==> config.mk <==
export PLATFORM = sky130hd
export DESIGN_NAME = dsp_pan2
export DESIGN_NICKNAME = d
export VERILOG_FILES = /design/src/rtl/dsp_pkg.sv /design/src/rtl/dsp_slew.sv /design/src/rtl/dsp_pan2.sv
export SDC_FILE = /design/constraint.sdc
export NUM_CORES = 1
export LEC_CHECK = 0
export CAP_MARGIN = 25
export CORE_MARGIN = 2
export CORE_UTILIZATION = 55
export DETAILED_ROUTE_END_ITERATION = 8
export PLACE_DENSITY = 0.72
export SETUP_SLACK_MARGIN = 0.1
export SLEW_MARGIN = 0
export SYNTH_ARGS = -nofsm -noshare
export SYNTH_HDL_FRONTEND = slang
export SYNTH_SLANG_ARGS = --single-unit
==> constraint.sdc <==
create_clock -name clk -period 10.86 [get_ports clk]
set_input_delay 1.086 -clock clk [delete_from_list [all_inputs] [get_ports clk]]
set_output_delay 1.086 -clock clk [all_outputs]
set_load 0.01 [all_outputs]
==> src/rtl/dsp_pkg.sv <==
// Shared constants, FSM state encoding and pan-to-target-gain mapping for the
// mono-to-stereo panner.
`ifndef BITS
`define BITS 16
`endif

package dsp_pkg;

    localparam int BITS = `BITS;

    localparam logic [BITS-1:0] HALF = {2'b01, {(BITS-2){1'b0}}};
    localparam logic [BITS-1:0] GMAX = {1'b0, {(BITS-1){1'b1}}};

    typedef enum logic [2:0] {
        S_IDLE,
        S_RAMP,
        S_MUL_L,
        S_MUL_R,
        S_DONE
    } pan_state_t;

    typedef struct packed {
        logic [BITS-1:0] l;
        logic [BITS-1:0] r;
    } gain_pair_t;

    // Left target only wraps to 0x8000 at full-left pan; that one case clamps to GMAX.
    function automatic gain_pair_t pan_targets(input logic [BITS-1:0] pan);
        gain_pair_t      t;
        logic [BITS-1:0] p2;
        logic [BITS-1:0] tl;
        p2  = {pan[BITS-1], pan[BITS-1:1]};
        tl  = HALF - p2;
        t.r = HALF + p2;
        t.l = tl[BITS-1] ? GMAX : tl;
        return t;
    endfunction

endpackage

==> src/rtl/dsp_slew.sv <==
// One slew-limited gain register: each enabled cycle moves the gain toward its
// target by at most RAMP_STEP, landing exactly on the target without overshoot.
module dsp_slew
    import dsp_pkg::*;
#(
    parameter int RAMP_STEP = 64
) (
    input  logic            clk,
    input  logic            rst_n,
    input  logic            step_en_i,
    input  logic [BITS-1:0] target_i,
    output logic [BITS-1:0] gain_o
);

    localparam logic [BITS-1:0]        STEP_W = BITS'(RAMP_STEP);
    localparam logic signed [BITS:0]   STEP_X = (BITS+1)'(RAMP_STEP);

    logic [BITS-1:0]      gain_q, gain_d;
    logic signed [BITS:0] diff;

    // Target and gain are both in 0..GMAX, so one extra bit holds the signed distance.
    assign diff = $signed({1'b0, target_i}) - $signed({1'b0, gain_q});

    // NOTE: every variable written in always_comb gets a default first, so no latch is inferred.
    always_comb begin
        gain_d = gain_q;
        if (step_en_i) begin
            if (diff > STEP_X) begin
                gain_d = gain_q + STEP_W;
            end else if (diff < -STEP_X) begin
                gain_d = gain_q - STEP_W;
            end else begin
                gain_d = target_i;
            end
        end
    end

    // NOTE: sequential state uses non-blocking assignments so all registers update together.
    always_ff @(posedge clk or negedge rst_n) begin
        if (!rst_n) begin
            gain_q <= '0;
        end else begin
            gain_q <= gain_d;
        end
    end

    assign gain_o = gain_q;

endmodule

==> src/rtl/dsp_pan2.sv <==
// Mono-to-stereo panner: slew-limited left/right gains applied to each accepted
// sample through a single multiplier shared over two FSM states.
module dsp_pan2
    import dsp_pkg::*;
#(
    parameter int RAMP_STEP = 64
) (
    input  logic            clk,
    input  logic            rst_n,
    input  logic            in_valid,
    output logic            in_ready,
    input  logic [BITS-1:0] sig_in,
    input  logic [BITS-1:0] pan,
    output logic            out_valid,
    output logic [BITS-1:0] sig_out_l,
    output logic [BITS-1:0] sig_out_r,
    output logic [BITS-1:0] gain_l,
    output logic [BITS-1:0] gain_r
);

    pan_state_t state_q, state_d;

    logic [BITS-1:0] x_q, pan_q;
    logic [BITS-1:0] prod_l_q, prod_r_q;
    logic [BITS-1:0] out_l_q, out_r_q;
    logic            out_valid_q;

    gain_pair_t               tgt;
    logic [BITS-1:0]          mul_b;
    logic signed [2*BITS-1:0] mul_full;
    logic [BITS-1:0]          mul_res;
    logic                     unused_mul_bits;

    assign tgt = pan_targets(pan_q);

    dsp_slew #(.RAMP_STEP(RAMP_STEP)) u_slew_l (
        .clk       (clk),
        .rst_n     (rst_n),
        .step_en_i (state_q == S_RAMP),
        .target_i  (tgt.l),
        .gain_o    (gain_l)
    );

    dsp_slew #(.RAMP_STEP(RAMP_STEP)) u_slew_r (
        .clk       (clk),
        .rst_n     (rst_n),
        .step_en_i (state_q == S_RAMP),
        .target_i  (tgt.r),
        .gain_o    (gain_r)
    );

    // Shared multiplier; taking bits [2*BITS-2:BITS-1] is the >>> (BITS-1) with floor rounding.
    assign mul_b           = (state_q == S_MUL_R) ? gain_r : gain_l;
    assign mul_full        = $signed(x_q) * $signed(mul_b);
    assign mul_res         = mul_full[2*BITS-2:BITS-1];
    assign unused_mul_bits = ^{mul_full[2*BITS-1], mul_full[BITS-2:0]};

    always_comb begin
        state_d = state_q;
        unique case (state_q)
            S_IDLE:  if (in_valid) state_d = S_RAMP;
            S_RAMP:  state_d = S_MUL_L;
            S_MUL_L: state_d = S_MUL_R;
            S_MUL_R: state_d = S_DONE;
            S_DONE:  state_d = S_IDLE;
            default: state_d = S_IDLE;
        endcase
    end

    always_ff @(posedge clk or negedge rst_n) begin
        if (!rst_n) begin
            state_q <= S_IDLE;
        end else begin
            state_q <= state_d;
        end
    end

    always_ff @(posedge clk or negedge rst_n) begin
        if (!rst_n) begin
            x_q         <= '0;
            pan_q       <= '0;
            prod_l_q    <= '0;
            prod_r_q    <= '0;
            out_l_q     <= '0;
            out_r_q     <= '0;
            out_valid_q <= 1'b0;
        end else begin
            out_valid_q <= 1'b0;
            unique case (state_q)
                S_IDLE: begin
                    if (in_valid) begin
                        x_q   <= sig_in;
                        pan_q <= pan;
                    end
                end
                S_MUL_L: prod_l_q <= mul_res;
                S_MUL_R: prod_r_q <= mul_res;
                S_DONE: begin
                    out_l_q     <= prod_l_q;
                    out_r_q     <= prod_r_q;
                    out_valid_q <= 1'b1;
                end
                default: ;
            endcase
        end
    end

    assign in_ready  = (state_q == S_IDLE);
    assign out_valid = out_valid_q;
    assign sig_out_l = out_l_q;
    assign sig_out_r = out_r_q;

endmodule

* Yosys cells after proc, flatten, opt, wreduce, memory -nomap -nowiden
Index checks and enable logic that the tools add are counted.
Word-level totals: register bits 132, logic and storage cells 39, input bits 35, output and inout bits 66
Cells by class: reductions and logical operators 2, magnitude comparators 4, add/sub/neg operators 8, eq/ne operators 5, multiply operators 1, multiplexer cells 9
Operators with widths (number):
- 2-to-1 mux 16 bit | 5
- > comparator 17 x 8 -> 1 bit, second input constant | 2
- < comparator 17 x 7 -> 1 bit, second input constant | 2
- adder 16 x 7 -> 16 bit, second input constant | 2
- subtractor 16 x 7 -> 16 bit, second input constant | 2
- multiplier 16 x 16 -> 31 bit | 1
- subtractor 15 x 16 -> 17 bit | 1
- subtractor 16 x 16 -> 17 bit | 1
- adder 15 x 16 -> 16 bit, first input constant | 1
- subtractor 15 x 16 -> 16 bit, first input constant | 1
- 2-to-1 mux 15 bit | 1
- case mux 3 bit (4 select lines) | 1
- equality test 3 x 2 -> 1 bit, second input constant | 2
- equality test 3 x 1 -> 1 bit, second input constant | 1
- equality test 3 bit, second input constant | 1
- zero test 3 bit | 1
- 2-to-1 mux 3 bit | 1
- inequality test 2 bit, second input constant | 1
- AND reduction 2 bit | 1
- 2-to-1 mux 1 bit | 1

* Depth between registers and ports, before layout
Gate-level depths: netlist of the first run.
depth after elaboration 6, mapped depth 30, depth with buffers taken out 27

* By module
Synthesis of the first run repeated with hierarchy kept, for this count alone.
Unflattened totals: cells, all modules 2038, area total of the unflattened synthesis 18443.9 sq um
Modules (own cells, without submodules):
- dsp_pan2 | area an instance 13927.1 sq um, cells an instance 1462, sequential area each 2477.4 sq um, instances 1
- dsp_slew | area an instance 2258.4 sq um, cells an instance 288, sequential area each 400.4 sq um, instances 2

* Worst setup path after synthesis of the first run
No wires, ideal clock.
path type flip-flop to flip-flop, from register state_q[2], to register prod_l_q[14], slack 3.304 ns, period minus slack after synthesis 7.556 ns, cell stages (with the launch flop) 28, arrival time 7.425 ns, setup time 0.131 ns, path buffers 4, required time 10.729 ns, cells stage by stage dfrtp_1 -> nand3b_4 -> buf_1 -> buf_1 -> clkbuf_1 -> o21ai_1 -> clkbuf_1 -> nand2_1 -> fa_1 -> inv_1 -> fa_1 -> inv_1 -> fa_1 -> inv_1 -> fa_1 -> fa_1 -> inv_1 -> fa_1 -> inv_1 -> ha_1 -> a21o_1 -> a21o_1 -> a221o_1 -> a221o_1 -> a31o_2 -> a221oi_2 -> xor2_1 -> o21ai_1
Between the ends: word-level cells in the longest chain between the ends 3, elaborated cells between the ends (all ways) 4, those cells by class 1 x mul; 2 x eq/ne; 1 x mux
Ends and longest elaborated chain:
- from (decl) | line dsp_pan2.sv:21 | pan_state_t state_q, state_d;
- from (signal assigned) | line dsp_pan2.sv:74 | state_q <= state_d;
- equality test 3 x 2 -> 1 bit | line dsp_pan2.sv:53 | assign mul_b = (state_q == S_MUL_R) ? gain_r : gain_l;
- 2-to-1 mux 16 bit | line dsp_pan2.sv:53
- multiplier 16 x 16 -> 31 bit | line dsp_pan2.sv:54 | assign mul_full = $signed(x_q) * $signed(mul_b);
- to (signal assigned) | line dsp_pan2.sv:96 | S_MUL_L: prod_l_q <= mul_res;
- to (decl) | line dsp_pan2.sv:24 | logic [BITS-1:0] prod_l_q, prod_r_q;
Parallel ways exist; a longest one is shown, timed or not. A chain may end at the register's enable or synchronous reset.

* Worst setup path after layout of the first run
from register state_q[1], to register prod_l_q[15]
Same word-level chain as after synthesis.

==> results of run 1 <==
==> kinds of logic (layout without fill, tap and decap cells) <==
logic type / Yosys count / after routing / share of synthesized area
compound gates: 249 / 249 / 0.100
fa+ha+maj: 369 / 369 / 0.374
simple gates: 528 / 528 / 0.158
mux: 89 / 89 / 0.0575
other cells: 0 / 1 / 0
xor+xnor: 60 / 60 / 0.0301
buf+inv: 421 / 496 / 0.0924
flops: 131 / 131 / 0.187
==> metal layers <==
layer,share of wire,up-vias
met1,0.43,6724
met2,0.48,482
met5,0,-
met3,0.057,80
li1,-,6048
met4,0.031,0
==> Yosys cell counts, drive strengths merged, types with 4 or more instances <==
library cell  instances  area share
inv                 347       0.074
fa                  257        0.29
nand2               194       0.042
dfrtp               131        0.19
ha                  112       0.080
nor2b                89       0.032
mux2                 73       0.048
o21ai                68       0.019
nor2                 60       0.014
clkbuf               58       0.012
a21oi                48       0.014
and2                 40       0.014
xnor2                40       0.020
nand3                26      0.0077
nor3                 22      0.0069
nand2b               20      0.0072
xor2                 20       0.010
a21o                 17      0.0074
mux2i                16      0.0094
buf                  15      0.0053
nand4                14      0.0050
o21a                 12      0.0052
a211oi               10      0.0046
nor4                 10      0.0043
a311oi                9      0.0069
and3                  9      0.0035
o211ai                9      0.0039
nor3b                 8      0.0037
o31ai                 8      0.0037
a31oi                 7      0.0034
or2                   7      0.0026
or3                   7      0.0025
o221ai                6      0.0030
o31a                  6      0.0030
a221o                 5      0.0029
a22o                  5      0.0025
and4                  5      0.0025
nand3b                5      0.0029
nor4b                 4      0.0020
==> layout make-up <==
class,instances,area [sq um]
Clock buffer,18,429
Antenna cell,1,2.50
Inverter,348,1310
Multi-Input combinational cell,1295,12600
Sequential cell,131,3280
Tap cell,402,503
Timing Repair Buffer,116,1120
Clock inverter,14,170
Fill cell,2662,12000
==> through the flow <==
| step | std cells | area (sq um) | hold WS, ns | utilization | worst slack [ns] |
|---|---|---|---|---|---|
| final | 2325 | 19400 | 0.478 | 0.619 | 2.21 |
| after global routing | 2325 | 19400 | 0.503 | 0.619 | 1.72 |
| after CTS | 2324 | 19400 | 0.483 | 0.619 | 2.19 |
| after detailed placement | 2292 | 18800 | 0.469 | 0.600 | 2.25 |
| after global placement | 2291 | 18800 | 0.456 | 0.600 | 2.20 |
| after floorplan | 1847 | 17500 | 0.444 | - | 3.30 |
==> how the worst max path moves through the flow <==
| stage | endpoint |
|---|---|
| 3_3_place_gp | prod_l_q[15]$_DFFE_PN0P_ |
| 3_5_place_dp | prod_l_q[14]$_DFFE_PN0P_ |
| 6_report | prod_l_q[15]$_DFFE_PN0P_ |
| 2_1_floorplan | prod_l_q[14]$_DFFE_PN0P_ |
| 5_1_grt | prod_l_q[14]$_DFFE_PN0P_ |
| 4_1_cts | prod_l_q[14]$_DFFE_PN0P_ |
==> state kept, by name, indices dropped and copies added, names as in the netlist <==
name	flops
out_valid	1
pan_q	15
prod_l_q	16
prod_r_q	16
sig_out_l	16
sig_out_r	16
state_q	3
u_slew_l.gain_o	16
u_slew_r.gain_o	16
x_q	16
==> critical path: stages, from the launching register on <==
cell and delay [ns]:
sky130_fd_sc_hd__dfrtp_1 0.54, sky130_fd_sc_hd__nand3b_4 0.58, sky130_fd_sc_hd__o21ai_2 1.07, sky130_fd_sc_hd__nand2_1 0.19
sky130_fd_sc_hd__fa_1 0.60, sky130_fd_sc_hd__fa_1 0.44, sky130_fd_sc_hd__fa_1 0.53, sky130_fd_sc_hd__inv_1 0.05
sky130_fd_sc_hd__ha_1 0.32, sky130_fd_sc_hd__fa_1 0.54, sky130_fd_sc_hd__inv_1 0.06, sky130_fd_sc_hd__fa_1 0.52
sky130_fd_sc_hd__inv_1 0.04, sky130_fd_sc_hd__ha_1 0.29, sky130_fd_sc_hd__a21o_1 0.18, sky130_fd_sc_hd__a21o_1 0.16
sky130_fd_sc_hd__a221oi_1 0.28, sky130_fd_sc_hd__o31ai_1 0.23, sky130_fd_sc_hd__a221o_1 0.45, sky130_fd_sc_hd__a221o_1 0.47
sky130_fd_sc_hd__a31o_2 0.33, sky130_fd_sc_hd__a311oi_2 0.31, sky130_fd_sc_hd__xnor2_1 0.20, sky130_fd_sc_hd__o21ai_1 0.08
==> qor.log, run 1 <==
[critical_path] kind of critical path reg -> reg
[critical_path] worst reg2reg path endpoint prod_l_q[15]$_DFFE_PN0P_
[placement] number of buffers inserted by port buffering 99
[finish] most frequent standard cell in the layout excluding fill and tap cells sky130_fd_sc_hd__inv_1
[sta] slew of the pin with the lowest slew margin 1.07 ns
[sta] pins over their slew limit 0
[drt] Routed wire per std cell 18.7 microns
[synth] distinct cell type count after synthesis 95
[min_path] worst hold path cell count 2
[sta] highest clock rate 0.116 GHz
[cts] count of buffers added by post-CTS timing repair for setup 0
[floorplan] number of core rows 65
[critical_path] logic depth of the worst register-to-register path 23
[cts] CTS tree yes
[global_routing] overall fraction of global-route tracks in use 0.279
[min_path] HP Start prod_r_q[7]$_DFFE_PN0N_
[placement] global placement routability congestion 0.945
[synth] most instantiated flip-flop cell in the synthesis netlist sky130_fd_sc_hd__dfrtp_1
[global_routing] vias in the first global route 14200
[sta] Final min period 8.65 ns
[cts] Clock Tree Root sky130_fd_sc_hd__clkbuf_16
[synth] Mapped Cells 1847
[floorplan] Core ar. 31400 sq um
[floorplan] die extent in x 182 microns
[min_path] Hold Crit Class reg -> reg
[drt] DR DRC count 0
[floorplan] effective utilization at floorplan 0.557
[critical_path] endpoint required time on the critical path 11.15 ns
[global_routing] antenna violations before repair 1
[sta] endpoints failing hold 0
[critical_path] worst reg2reg path startpoint state_q[1]$_DFFE_PN0P_
[cts] insertion delay to the later sink of the worst-skew pair 0.45 ns
[synth] Yosys warning count 0
[finish] Final #Nets 2313
[synth] flip-flop and latch count after synthesis 131
[global_routing] met2 demand-to-capacity share in global routing 0.460
[sta] setup repair after global routing missed its margin false
[synth] sequential element share of the synthesized area 0.187
[critical_path] Setup crit start state_q[1]$_DFFE_PN0P_
[global_routing] met1 demand-to-capacity share in global routing 0.378
[critical_path] category of the worst setup path launch point flip-flop
[global_routing] largest net degree at the start of global routing 73
[global_routing] GRT Max-Usage Layer met2
[cts] total number of clock tree sinks 131
[global_routing] global-route wire length before repair 72800 microns
[run_status] result of the run completed
[floorplan] top-level I/O count 101
[cts] hold bufs inserted after CTS 0
[synth] Synthesized Nets 2251
[sta] fraction of the cycle the final worst path needs 0.796
[drt] average via count per standard cell 5.74
[finish] commonest cells after routing, fill and taps aside sky130_fd_sc_hd__inv_1 (347), sky130_fd_sc_hd__fa_1 (257), sky130_fd_sc_hd__nand2_1 (192)
[synth] Post-synth EDFFs 0
[cts] clock slew at reported path FFs 0.07 ns
[sta] final setup vio count 0
[finish] growth of design area from synthesis to finish 11.1%
[sta] Fin Clk Skew 0.0120 ns
[sta] worst slew slack as a fraction of its limit 0.286
[cts] H-tree depth reported by CTS 4
[drt] initial drt markers 851
[synth] mean instance size in the synthesized netlist 9.47 sq um
[placement] detailed placer's ending HPWL 32700 microns
[drt] detailed-route via count 13300
[synth] Syn Std Cell Area 17500 sq um
[cts] CTS-repair resized insts 0
[critical_path] critical path endpoint category flip-flop
[critical_path] worst reg-to-reg setup slack 2.21 ns
[floorplan] area of the die 33200 sq um
[synth] proportion of synthesized flip-flops having asynchronous set or reset 1.00
[cts] clock buffer count from CTS 17
[drt] wirelength, routed 43500 microns
[finish] share of cells above drive strength 1 0.0843
[cts] deepest clock path buffer count 2
[global_routing] global routing usage on met3 0.0371
[drt] number of optimization iterations in the first detailed-route pass 5
[flow_run] number of maximum-capacitance violations 0
[floorplan] die height 182 microns
[drt] post-route ant nets 0
[sta] total negative setup slack 0 ns
[global_routing] grt ovf 0
[critical_path] worst-path fanout max 62
[critical_path] Arrival @ worst endpoint 8.94 ns
[min_path] destination of the worst hold path prod_r_q[7]$_DFFE_PN0N_
Power of run 1 is not shown: default switching activity piles up to over one toggle a cycle in this logic, so the estimate is an artifact.
==> inputs of run 2 (changes only) <==
==> constraint.sdc (replaced) <==
create_clock -name clk -period 8.3 [get_ports clk]
set_input_delay 0.83 -clock clk [delete_from_list [all_inputs] [get_ports clk]]
set_output_delay 0.83 -clock clk [all_outputs]
set_load 0.01 [all_outputs]
==> run 2 against run 1 <==
First-iteration DRC count down 21%. Clock skew up 0.0092 ns. Cell count up 0.39%. Worst hold slack got worse by 0.13 ns. Final area is 0.41% higher. Flip-flop and latch count stayed put. Fmax grew 11%. Setup slack worse by 1.7 ns. Via count up 0.14%.
==> qor.log, run 2 (synthesized netlist as in run 1, its figures left out) <==
[finish] Final #Nets 2323
[sta] total negative setup slack 0 ns
[finish] growth of design area from synthesis to finish 11.6%
[critical_path] worst-path fanout max 16
[drt] wirelength, routed 42800 microns
[global_routing] vias in the first global route 14500
[cts] CTS-repair resized insts 0
[run_status] result of the run completed
[critical_path] critical path endpoint category flip-flop
[global_routing] overall fraction of global-route tracks in use 0.277
[sta] endpoints failing hold 0
[global_routing] global-route wire length before repair 72700 microns
[placement] global placement routability congestion 0.929
[floorplan] area of the die 33200 sq um
[cts] insertion delay to the later sink of the worst-skew pair 0.46 ns
[critical_path] cell family contributing the most delay on the critical path adder cells
[global_routing] grt ovf 0
[sta] final setup vio count 0
[sta] Fin Clk Skew 0.0211 ns
[placement] number of buffers inserted by port buffering 99
[sta] worst slew slack as a fraction of its limit 0.379
[sta] worst hold slack across all endpoints 0.348 ns
[sta] pins over their slew limit 0
[drt] post-route ant nets 0
[sta] min setup slack post-route 0.496 ns
[critical_path] biggest cell delay along the critical path 0.55 ns
[finish] share of cells above drive strength 1 0.0870
[sta] slew of the pin with the lowest slew margin 0.929 ns
[finish] Final Non-Filler Cells 2334
[floorplan] number of core rows 65
[floorplan] die extent in x 182 microns
[placement] detailed placer's ending HPWL 33300 microns
[critical_path] Arrival @ worst endpoint 8.10 ns
[cts] count of buffers added by post-CTS timing repair for setup 0
[floorplan] effective utilization at floorplan 0.557
[sta] Final min period 7.80 ns
[cts] clock buffer count from CTS 17
[floorplan] Core ar. 31400 sq um
[cts] hold bufs inserted after CTS 0
[critical_path] Worst path most repeated cell sky130_fd_sc_hd__fa_1
[critical_path] cell with the largest stage delay on the worst path sky130_fd_sc_hd__dfrtp_1
[cts] deepest clock path buffer count 2
[critical_path] endpoint required time on the critical path 8.60 ns
[flow_run] number of maximum-capacitance violations 0
[global_routing] largest net degree at the start of global routing 75
[drt] DR DRC count 0
[critical_path] number of buffers and inverters on the critical path 6
[finish] commonest cells after routing, fill and taps aside sky130_fd_sc_hd__inv_1 (347), sky130_fd_sc_hd__fa_1 (257), sky130_fd_sc_hd__nand2_1 (192)
[sta] fraction of the cycle the final worst path needs 0.940
[critical_path] kind of critical path reg -> reg
[sta] highest clock rate 0.128 GHz
[cts] CTS tree yes
[min_path] Hold Crit Class in -> async
[finish] antenna diode count 0
[drt] Routed wire per std cell 18.3 microns
[drt] initial drt markers 671
[cts] H-tree depth reported by CTS 4
[placement] total instance count after detailed placement 2302
[drt] detailed-route via count 13400
[sta] setup repair after global routing missed its margin false
[placement] worst slack at placement 0.449 ns
[floorplan] die height 182 microns
[drt] number of optimization iterations in the first detailed-route pass 5
[drt] average via count per standard cell 5.72
[cts] Clock Tree Root sky130_fd_sc_hd__clkbuf_16
[finish] most frequent standard cell in the layout excluding fill and tap cells sky130_fd_sc_hd__inv_1
[critical_path] category of the worst setup path launch point flip-flop
[cts] clock slew at reported path FFs 0.07 ns
[global_routing] antenna violations before repair 3
[cts] total number of clock tree sinks 131
[floorplan] top-level I/O count 101
-- run 2: changes by cell type in the layout (fill, tap and decap cells not counted) --
| cell | previous run | this run |
|---|---|---|
| sky130_fd_sc_hd__buf_12 | 0 | 3 |
| sky130_fd_sc_hd__inv_6 | 3 | 5 |
| sky130_fd_sc_hd__mux2i_1 | 14 | 15 |
| sky130_fd_sc_hd__clkinv_4 | 3 | 2 |
| sky130_fd_sc_hd__diode_2 | 1 | 0 |
| sky130_fd_sc_hd__o21ai_1 | 18 | 22 |
| sky130_fd_sc_hd__mux2i_2 | 2 | 1 |
| sky130_fd_sc_hd__clkinv_2 | 1 | 0 |
| sky130_fd_sc_hd__buf_4 | 17 | 24 |
| sky130_fd_sc_hd__clkbuf_1 | 1 | 0 |
| sky130_fd_sc_hd__clkinv_8 | 0 | 3 |
| sky130_fd_sc_hd__o21ai_2 | 4 | 0 |
| sky130_fd_sc_hd__bufinv_16 | 2 | 0 |
-- run 2: final timing paths --
kind / start / to / slack [ns] / cells after the start
max reg2reg: state_q[1]$_DFFE_PN0P_ / prod_l_q[15]$_DFFE_PN0P_ / 0.50 / 26
min reg2reg: prod_r_q[9]$_DFFE_PN0N_ / prod_r_q[9]$_DFFE_PN0N_ / 0.49 / 2
min: rst_n / u_slew_r.gain_o[12]$_DFFE_PN0P_ / 0.35 / 1
max in group asynchronous: rst_n / prod_r_q[9]$_DFFE_PN0N_ / 6.62 / 2
max: state_q[1]$_DFFE_PN0P_ / prod_l_q[15]$_DFFE_PN0P_ / 0.50 / 26
min in group clk: prod_r_q[9]$_DFFE_PN0N_ / prod_r_q[9]$_DFFE_PN0N_ / 0.49 / 2
-- run 2: metal layers --
| metal | track usage | share of wire | up-vias |
|---|---|---|---|
| li1 | - | - | 6070 |
| met1 | 0.361 | 0.43 | 6826 |
| met2 | 0.474 | 0.49 | 383 |
| met3 | 0.0481 | 0.055 | 72 |
| met4 | 0.0848 | 0.023 | 2 |
| met5 | 0 | 0.00030 | - |
-- run 2: metrics by stage --
stage | util | cell area (sq um)
detailed placement | 0.603 | 18900
CTS | 0.621 | 19500
finish | 0.621 | 19500
global placement | 0.603 | 18900
floorplan | - | 17500
global route | 0.621 | 19500
-- run 2: worst reg2reg max path, cell delays in order (launching register included) --
cell,delay (ns)
sky130_fd_sc_hd__dfrtp_1,0.55
sky130_fd_sc_hd__nand3b_4,0.27
sky130_fd_sc_hd__a21oi_1,0.33
sky130_fd_sc_hd__buf_12,0.20
sky130_fd_sc_hd__nor2b_1,0.09
sky130_fd_sc_hd__fa_1,0.54
sky130_fd_sc_hd__inv_1,0.06
sky130_fd_sc_hd__fa_1,0.50
sky130_fd_sc_hd__fa_1,0.52
sky130_fd_sc_hd__inv_1,0.05
sky130_fd_sc_hd__ha_1,0.31
sky130_fd_sc_hd__fa_1,0.53
sky130_fd_sc_hd__inv_1,0.05
sky130_fd_sc_hd__fa_1,0.53
sky130_fd_sc_hd__inv_1,0.05
sky130_fd_sc_hd__ha_1,0.32
sky130_fd_sc_hd__a21o_1,0.19
sky130_fd_sc_hd__a21o_1,0.17
sky130_fd_sc_hd__a221oi_1,0.27
sky130_fd_sc_hd__o31ai_1,0.11
sky130_fd_sc_hd__buf_4,0.17
sky130_fd_sc_hd__a221o_1,0.40
sky130_fd_sc_hd__a221o_1,0.47
sky130_fd_sc_hd__a31o_2,0.32
sky130_fd_sc_hd__a311oi_2,0.33
sky130_fd_sc_hd__xnor2_1,0.21
sky130_fd_sc_hd__o21ai_1,0.09
-- run 2: cell type report --
class / instances / area (sq um)
clock inverters: 15 / 163
clock buffers: 17 / 425
fillers: 2641 / 11900
well taps: 402 / 503
repair buffers: 126 / 1230
multi-input cells: 1295 / 12600
inverters: 348 / 1310
flip-flops and latches: 131 / 3280
Power of run 2 is left out for the same reason.
